[config.mk]
export PLATFORM = sky130hd
export DESIGN_NAME = mux_input_conditioner_flat
export DESIGN_NICKNAME = d
export VERILOG_FILES = /design/src/rtl/mux_input_conditioner_if.sv /design/src/rtl/mux_input_conditioner.sv /design/src/flat_wrapper.sv
export SDC_FILE = /design/constraint.sdc
export NUM_CORES = 1
export LEC_CHECK = 0
export ABC_AREA = 1
export BUFFER_PORTS_ARGS = -buffer_cell sky130_fd_sc_hd__buf_2
export CAP_MARGIN = 10
export CORE_ASPECT_RATIO = 0.7
export CORE_UTILIZATION = 40
export DETAILED_ROUTE_END_ITERATION = 6
export PLACE_DENSITY = 0.67
export SLEW_MARGIN = 20
export SYNTH_ARGS = -nofsm -noshare
export SYNTH_HDL_FRONTEND = slang
export SYNTH_SLANG_ARGS = --single-unit
[constraint.sdc]
create_clock -name clk -period 2.3 [get_ports clk]
set_clock_uncertainty 0.2 [all_clocks]
set_input_delay 0.69 -clock clk [delete_from_list [all_inputs] [get_ports clk]]
set_output_delay 0.69 -clock clk [all_outputs]
set_load 0.05 [all_outputs]
[src/rtl/mux_input_conditioner_if.sv]
// Pin/selector bus for mux_input_conditioner.
// The master drives the raw pins and the run enable.
// The slave (the conditioner) returns the debounced fields and the status flags.
interface mux_input_conditioner_if;
  logic       ena;
  logic [7:0] pins_in;
  logic [3:0] data_o;
  logic [1:0] sel_o;
  logic [1:0] en_o;
  logic       out_valid;
  logic       chg_pulse;
  logic [7:0] edge_cnt;

  modport master (
    output ena, pins_in,
    input  data_o, sel_o, en_o, out_valid, chg_pulse, edge_cnt
  );

  modport slave (
    input  ena, pins_in,
    output data_o, sel_o, en_o, out_valid, chg_pulse, edge_cnt
  );
endinterface

[src/rtl/mux_input_conditioner.sv]
// Input conditioner for the 4:1 selector datapath.
// Each of the 8 raw pins goes through three steps:
//   - a 2-flop synchroniser;
//   - a per-bit debouncer.
//   - the clean value is presented as data a..d, select s and enables {f,e}.
// A two-state FSM holds out_valid low while a freshly debounced select settles.
// Optional feature: define COND_EDGE_COUNT_EN to build the 8-bit wrapping count of
// stable-change events. Without it, edge_cnt is tied to zero.
module mux_input_conditioner #(
  parameter int DB_CYCLES = 16,
  parameter int SETTLE    = 4,
  parameter int CNT_W     = 5
) (
  input logic                    clk,
  input logic                    rst_n,
  mux_input_conditioner_if.slave bus
);

  localparam logic [CNT_W-1:0] DB_MAX     = CNT_W'(DB_CYCLES - 1);
  localparam logic [CNT_W-1:0] SETTLE_MAX = CNT_W'(SETTLE - 1);
  localparam logic [CNT_W-1:0] CNT_ONE    = CNT_W'(1);

  typedef enum logic {ST_VALID, ST_SETTLE} sel_state_t;

  logic [7:0]       sync1;
  logic [7:0]       sync2;
  logic [7:0]       stable;
  logic [CNT_W-1:0] db_cnt [8];
  logic [7:0]       upd;
  logic             pend;
  logic             chg_q;
  logic             valid_q;
  sel_state_t       state;
  logic [CNT_W-1:0] scnt;

  // Synchroniser chain; keeps sampling even while ena is low
  always_ff @(posedge clk or negedge rst_n) begin
    if (!rst_n) begin
      sync1 <= '0;
      sync2 <= '0;
    end else begin
      sync1 <= bus.pins_in;
      sync2 <= sync1;
    end
  end

  // Bits whose debounce window completes on this clock
  always_comb begin
    upd = '0;
    for (int i = 0; i < 8; i++) begin
      upd[i] = bus.ena && (sync2[i] != stable[i]) && (db_cnt[i] == DB_MAX);
    end
  end

  // Per-bit debounce: count consecutive disagreeing samples, any agreement restarts
  always_ff @(posedge clk or negedge rst_n) begin
    if (!rst_n) begin
      stable <= '0;
      for (int i = 0; i < 8; i++) begin
        db_cnt[i] <= '0;
      end
    end else if (bus.ena) begin
      for (int i = 0; i < 8; i++) begin
        if (sync2[i] == stable[i]) begin
          db_cnt[i] <= '0;
        end else if (upd[i]) begin
          stable[i] <= sync2[i];
          db_cnt[i] <= '0;
        end else begin
          db_cnt[i] <= db_cnt[i] + CNT_ONE;
        end
      end
    end
  end

  // Turn the update flag into one pulse on the following enabled cycle
  always_ff @(posedge clk or negedge rst_n) begin
    if (!rst_n) begin
      pend  <= 1'b0;
      chg_q <= 1'b0;
    end else if (bus.ena) begin
      chg_q <= pend;
      pend  <= |upd;
    end else begin
      chg_q <= 1'b0;
    end
  end

  // Select settle FSM; only select updates restart the blanking window
  always_ff @(posedge clk or negedge rst_n) begin
    if (!rst_n) begin
      state   <= ST_VALID;
      scnt    <= '0;
      valid_q <= 1'b0;
    end else if (bus.ena) begin
      case (state)
        ST_VALID: begin
          if (|upd[5:4]) begin
            state   <= ST_SETTLE;
            scnt    <= '0;
            valid_q <= 1'b0;
          end else begin
            valid_q <= 1'b1;
          end
        end
        ST_SETTLE: begin
          if (|upd[5:4]) begin
            scnt <= '0;
          end else if (scnt == SETTLE_MAX) begin
            state   <= ST_VALID;
            scnt    <= '0;
            valid_q <= 1'b1;
          end else begin
            scnt <= scnt + CNT_ONE;
          end
        end
        default: begin
          state   <= ST_VALID;
          scnt    <= '0;
          valid_q <= 1'b0;
        end
      endcase
    end
  end

`ifdef COND_EDGE_COUNT_EN
  logic [7:0] edge_cnt_q;

  // Count change pulses, wrapping 255 -> 0
  always_ff @(posedge clk or negedge rst_n) begin
    if (!rst_n) begin
      edge_cnt_q <= 8'h00;
    end else if (bus.ena && pend) begin
      edge_cnt_q <= edge_cnt_q + 8'd1;
    end
  end

  assign bus.edge_cnt = edge_cnt_q;
`else
  assign bus.edge_cnt = 8'h00;
`endif

  assign bus.data_o    = stable[3:0];
  assign bus.sel_o     = stable[5:4];
  assign bus.en_o      = stable[7:6];
  assign bus.chg_pulse = chg_q;
  assign bus.out_valid = valid_q;

endmodule

[src/flat_wrapper.sv]
// flat-port wrapper written by rule: the top's interface ports become plain ports
module mux_input_conditioner_flat 
#(
  parameter int DB_CYCLES = 16,
  parameter int SETTLE    = 4,
  parameter int CNT_W     = 5
)
  (clk, rst_n, bus_ena, bus_pins_in, bus_data_o, bus_sel_o, bus_en_o, bus_out_valid, bus_chg_pulse, bus_edge_cnt);
  mux_input_conditioner_if bus_i ();
  input logic clk;
  input logic rst_n;
  input wire logic [$bits(bus_i.ena)-1:0] bus_ena;
  input wire logic [$bits(bus_i.pins_in)-1:0] bus_pins_in;
  output wire logic [$bits(bus_i.data_o)-1:0] bus_data_o;
  output wire logic [$bits(bus_i.sel_o)-1:0] bus_sel_o;
  output wire logic [$bits(bus_i.en_o)-1:0] bus_en_o;
  output wire logic [$bits(bus_i.out_valid)-1:0] bus_out_valid;
  output wire logic [$bits(bus_i.chg_pulse)-1:0] bus_chg_pulse;
  output wire logic [$bits(bus_i.edge_cnt)-1:0] bus_edge_cnt;
  assign bus_i.ena = bus_ena;
  assign bus_i.pins_in = bus_pins_in;
  assign bus_data_o = bus_i.data_o;
  assign bus_sel_o = bus_i.sel_o;
  assign bus_en_o = bus_i.en_o;
  assign bus_out_valid = bus_i.out_valid;
  assign bus_chg_pulse = bus_i.chg_pulse;
  assign bus_edge_cnt = bus_i.edge_cnt;
  mux_input_conditioner #(.DB_CYCLES(DB_CYCLES), .SETTLE(SETTLE), .CNT_W(CNT_W)) u_core (.clk(clk), .rst_n(rst_n), .bus(bus_i));
endmodule
-- Word-level counts from Yosys, hierarchy flattened
Index checks and enable logic that the tools add are counted.
- $add $sub $neg: 9
- eq/ne operators: 28
- multiplexer cells: 29
- bitwise operators: 9
- reduce and logical (&&, ||, !) cells: 28
- operators with widths (operator ; count):
    two-way mux 5 bit ; 19
    adder 5 x 1 -> 5 bit, second input constant ; 9
    == test 5 x 4 -> 1 bit, second input constant ; 8
    AND reduction 3 bit ; 9
    logical AND 1 bit ; 16
    one-hot mux 5 bit (2 select lines) ; 1
    NOT 1 bit ; 9
    == test 1 bit ; 8
    inequality test 1 bit ; 8
    OR reduction 8 bit ; 1
    two-way mux 1 bit ; 7
    == test 5 x 2 -> 1 bit, second input constant ; 1
    inequality test 2 bit, second input constant ; 2
    one-hot mux 1 bit (2 select lines) ; 2
    inequality test 2 x 1 -> 1 bit, second input constant ; 1
    AND reduction 2 bit ; 1
    OR reduction 2 bit ; 1
- register bits after elaboration: 73
- output and inout port bits: 18
- word-level logic and storage cells: 126

-- Depth between registers and ports, before layout
- depth in word-level cells: 6
- gate-level depth with buffers: 9
- depth with buffers taken out: 9

-- Worst setup path after synthesis
No wires, ideal clock.
- kind: input -> register
- from: input bus_ena
- to: register u_core.pend
- library setup time: 0.125 ns
- arrival: 1.267 ns
- data required time: 1.975 ns
- path slack: 0.707 ns
- stages: 6
- buffers on the path: 2
- cell sequence: buf_4 -> buf_6 -> nand3_1 -> nand2_1 -> nor2_1 -> nand3_1
- word-level cells in the longest chain between the ends: 3
- elaborated cells on any way between the ends: 17
- classes of those cells: reduce/logical: 17
- ends and longest elaborated chain (what ; line ; source):
    start: declaration ; flat_wrapper.sv:12 ; input wire logic [$bits(bus_i.ena)-1:0] bus_ena;
    logical AND 1 bit (2 in a row) ; mux_input_conditioner.sv:51 ; upd[i] = bus.ena && (sync2[i] != stable[i]) && (db_cnt[i] == DB_MAX);
    OR reduction 8 bit ; mux_input_conditioner.sv:83 ; pend <= |upd;
    end signal: assignment ; mux_input_conditioner.sv:83 ;
    end: declaration ; mux_input_conditioner.sv:30 ; logic pend;
Parallel ways exist; a longest one is shown, timed or not.
A chain may end at the register's enable or synchronous reset.

-- Final worst setup path
- from: register u_core.stable[4]
- to: output bus_sel_o[0]
- RTL lines (what ; line ; source):
    start: declaration ; mux_input_conditioner.sv:27 ; logic [7:0] stable;
    start signal: indexed assignment ; mux_input_conditioner.sv:67 ; stable[i] <= sync2[i];
    end: declaration ; flat_wrapper.sv:15 ; output wire logic [$bits(bus_i.sel_o)-1:0] bus_sel_o;
No word-level cell between the ends.

==> reports/qor.yml <==
slew_violations: 0
peakVddDrop_mv: 0.5505
hold_buffers: 0
post-route-period-util_pct: 82.58
gp_congestion: 0.8027
p_sw_share_pct: 25.54
num_io_pins: 29
fp.dieW_um: 111.3
cts_setup_buffers: 0
clock_power_share_pct: 44.7
rows: 27
ctsLongestPathBuffers: 2
dp_hpwl_um: 4016
min_path_type: "register to register"
power.density_nw_per_um2: 935.5
min_period_ps: 1899
die_height_um: 78.51
path_clk_slew_ps: 50
finalInstanceArea_um2: 3911
clock_latency_ps: 340
slowest_delay_ps: 390
drv_cap: 0
worstPathBufferInverterCount: 1
ant_nets: 0
cts_root_buf: "clkbuf_16"
slowest_stage: "dfrtp_1"
switchingPower_uw: 934.6
synth_cells: 345
max_freq_mhz: 526.5
synth.avg_cell_area_um2: 9.694
seq_area_frac_synth_pct: 54.62
hold_viol_final: 0
die-area_um2: 8737
pwr-share-comb_pct: 13.1
seq_power_share_pct: 42.3
cp_max_fo: 4
hold_start: "u_core.sync1[0]"
grt_max_degree: 74
io_buffers: 20
finalSetupTns_ps: 0
crit_chain: "buf_2"
antennaDiodeCount: 0
grt_util_all_layers_pct: 15.25
antenna_found_initial: 0
required_ps: 1410
dpl_cell_area_um2: 3556
synth_cell_type_count: 28
status: "completed"
worstPathArrival_ps: 1010
path_delay_family: "flip-flops"
area_growth_pct: 16.95
ys_seq_elements: 73
synth_ff_type: "dfrtp_1"
rsz0062_at_grt: "false"
startpoint: "u_core.stable[4]"
start_util_pct: 41.95
post_cts_resize_count: 0
drt_iter0_drc: 119
async_reset_ff_share_pct: 100.0
cts_tree: "yes"
crit_path_end_kind: "output port"
p_leak_nw: 1.942
post-route-util_pct: 49.06
grt_pass1_vias: 2213
crit_type: "register to output port"
via_per_inst: 4.848
coreArea_um2: 7973
htreeDepth: 3
wirelength_um: 5851
grt_overflow: 0
crit_path_start_kind: "register"
cts.sinks: 73
vias: 2322
layout-drive-gt1-share_pct: 18.25
cts_buffers: 9
setup_viol: 0
first_pass_iters: 4
wl_per_cell_um: 12.22
syn-cell-area_um2: 3344
synth_edf_count: 0
internal-power_mw: 2.724
timing.rr.start: "u_core.db_cnt[25]"
nets: 393
yosys_warnings: 0
grt_first_pass_wirelength_um: 10050
drcViolationCount: 0
==> power by group through the flow <==
stage | logic [mW] | registers [mW] | clock network (mW)
floorplan | 0.349 | 1.57 | 0
global placement | 0.464 | 1.56 | 0
detailed placement | 0.479 | 1.57 | 0
CTS | 0.485 | 1.55 | 1.67
global route | 0.548 | 1.57 | 1.73
finish | 0.478 | 1.55 | 1.63
==> synth_stat cells (2+ instances only) <==
cell type	count	area [um2]
nand2_2	3	18.77
nand3_1	29	145.1
o21ai_1	5	25.02
a21oi_1	5	25.02
inv_1	19	71.32
o21ai_0	20	100.1
dfrtp_1	73	1827
inv_2	4	15.01
nand2_1	79	296.5
buf_2	4	20.02
nor2_2	10	62.56
xnor2_1	10	87.58
xor2_1	12	105.1
or2_0	2	12.51
nand3_2	4	40.04
a21boi_0	6	45.04
a22o_1	7	61.31
nor2_1	16	60.06
nand4_1	6	37.54
o21ai_2	6	52.55
buf_4	10	75.07
ha_1	9	112.6
==> worst paths after layout <==
kind | endpoint | slack (ps) | depth (start not counted)
max | bus_sel_o[0] | 400 | 1
min reg2reg | u_core.sync2[0] | 150 | 0
min | u_core.sync2[0] | 150 | 0
min in group asynchronous | u_core.sync2[4] | 160 | 2
max in group asynchronous | u_core.db_cnt[26] | 1440 | 2
max reg2reg | u_core.pend | 720 | 7
==> sequential cells by signal, summed over array words and instances, names as in the netlist <==
signal	count
u_core.db_cnt	40
u_core.stable	8
u_core.sync1	8
u_core.sync2	8
u_core.scnt	5
u_core.bus.chg_pulse	1
u_core.bus.out_valid	1
u_core.pend	1
u_core.state	1
==> worst reg2reg max path, cell delays in order (launching register included) <==
cell	delay [ps]
dfrtp_1	420
ha_1	240
nand3_1	120
nor2_2	60
nand3_1	130
nand2_1	100
nor2_1	130
nand3_1	80
==> per-stage QoR <==
| stage | hold slack (ps) | total power, mW | std cells | worst slack [ps] |
|---|---|---|---|---|
| detailed placement | 135.8 | 2.045 | 463 | 442.7 |
| global route | 156.6 | 3.844 | 479 | 350.9 |
| finish | 146.0 | 3.659 | 479 | 400.6 |
| CTS | 148.1 | 3.705 | 479 | 385.4 |
| floorplan | 131.2 | 1.915 | 352 | 707.4 |
| global placement | 131.4 | 2.024 | 463 | 465.3 |
==> layer usage <==
metal | vias to the layer above | routed length (um) | track usage (%) | share of wire [%]
li1 | 1171 | - | - | -
met1 | 1107 | 2801 | 18.28 | 48
met2 | 31 | 2719 | 24.00 | 46
met3 | 13 | 218 | 5.714 | 3.7
met4 | 0 | 112 | 8.243 | 1.9
met5 | - | 0 | 0 | 0
==> layout by cell type (no fill, tap or decap), drive strengths merged <==
cell | Yosys | final
xor2 | 12 | 12
clkbuf | 0 | 12
conb | 1 | 8
ha | 9 | 9
a21oi | 5 | 5
o21ai | 31 | 31
buf | 15 | 25
nand2 | 83 | 83
inv | 23 | 23
or2 | 3 | 3
xnor2 | 10 | 10
nand4 | 7 | 7
a21boi | 6 | 6
bufinv | 0 | 3
nand3 | 33 | 33
a22o | 7 | 7
nor2 | 26 | 26
clkinv | 1 | 2
dfrtp | 73 | 73
==> cells by family after synthesis <==
kind of cell / Yosys count / synth area share, %
simple gates: 152 / 21.03
xor+xnor: 22 / 5.761
flops: 73 / 54.62
fa+ha+maj: 9 / 3.367
other cells: 1 / 0.1121
compound gates: 49 / 9.240
buf+inv: 39 / 5.873
==> area by class of cell <==
class	instances	area, um2
repair buffers	25	165.2
flip-flops and latches	73	1827
multi-input cells	240	1348
well taps	101	126.4
clock buffers	12	256.5
clock inverters	4	98.84
fillers	746	4061
inverters	24	90.09
Note: power is estimated with default switching activity, not from simulation.
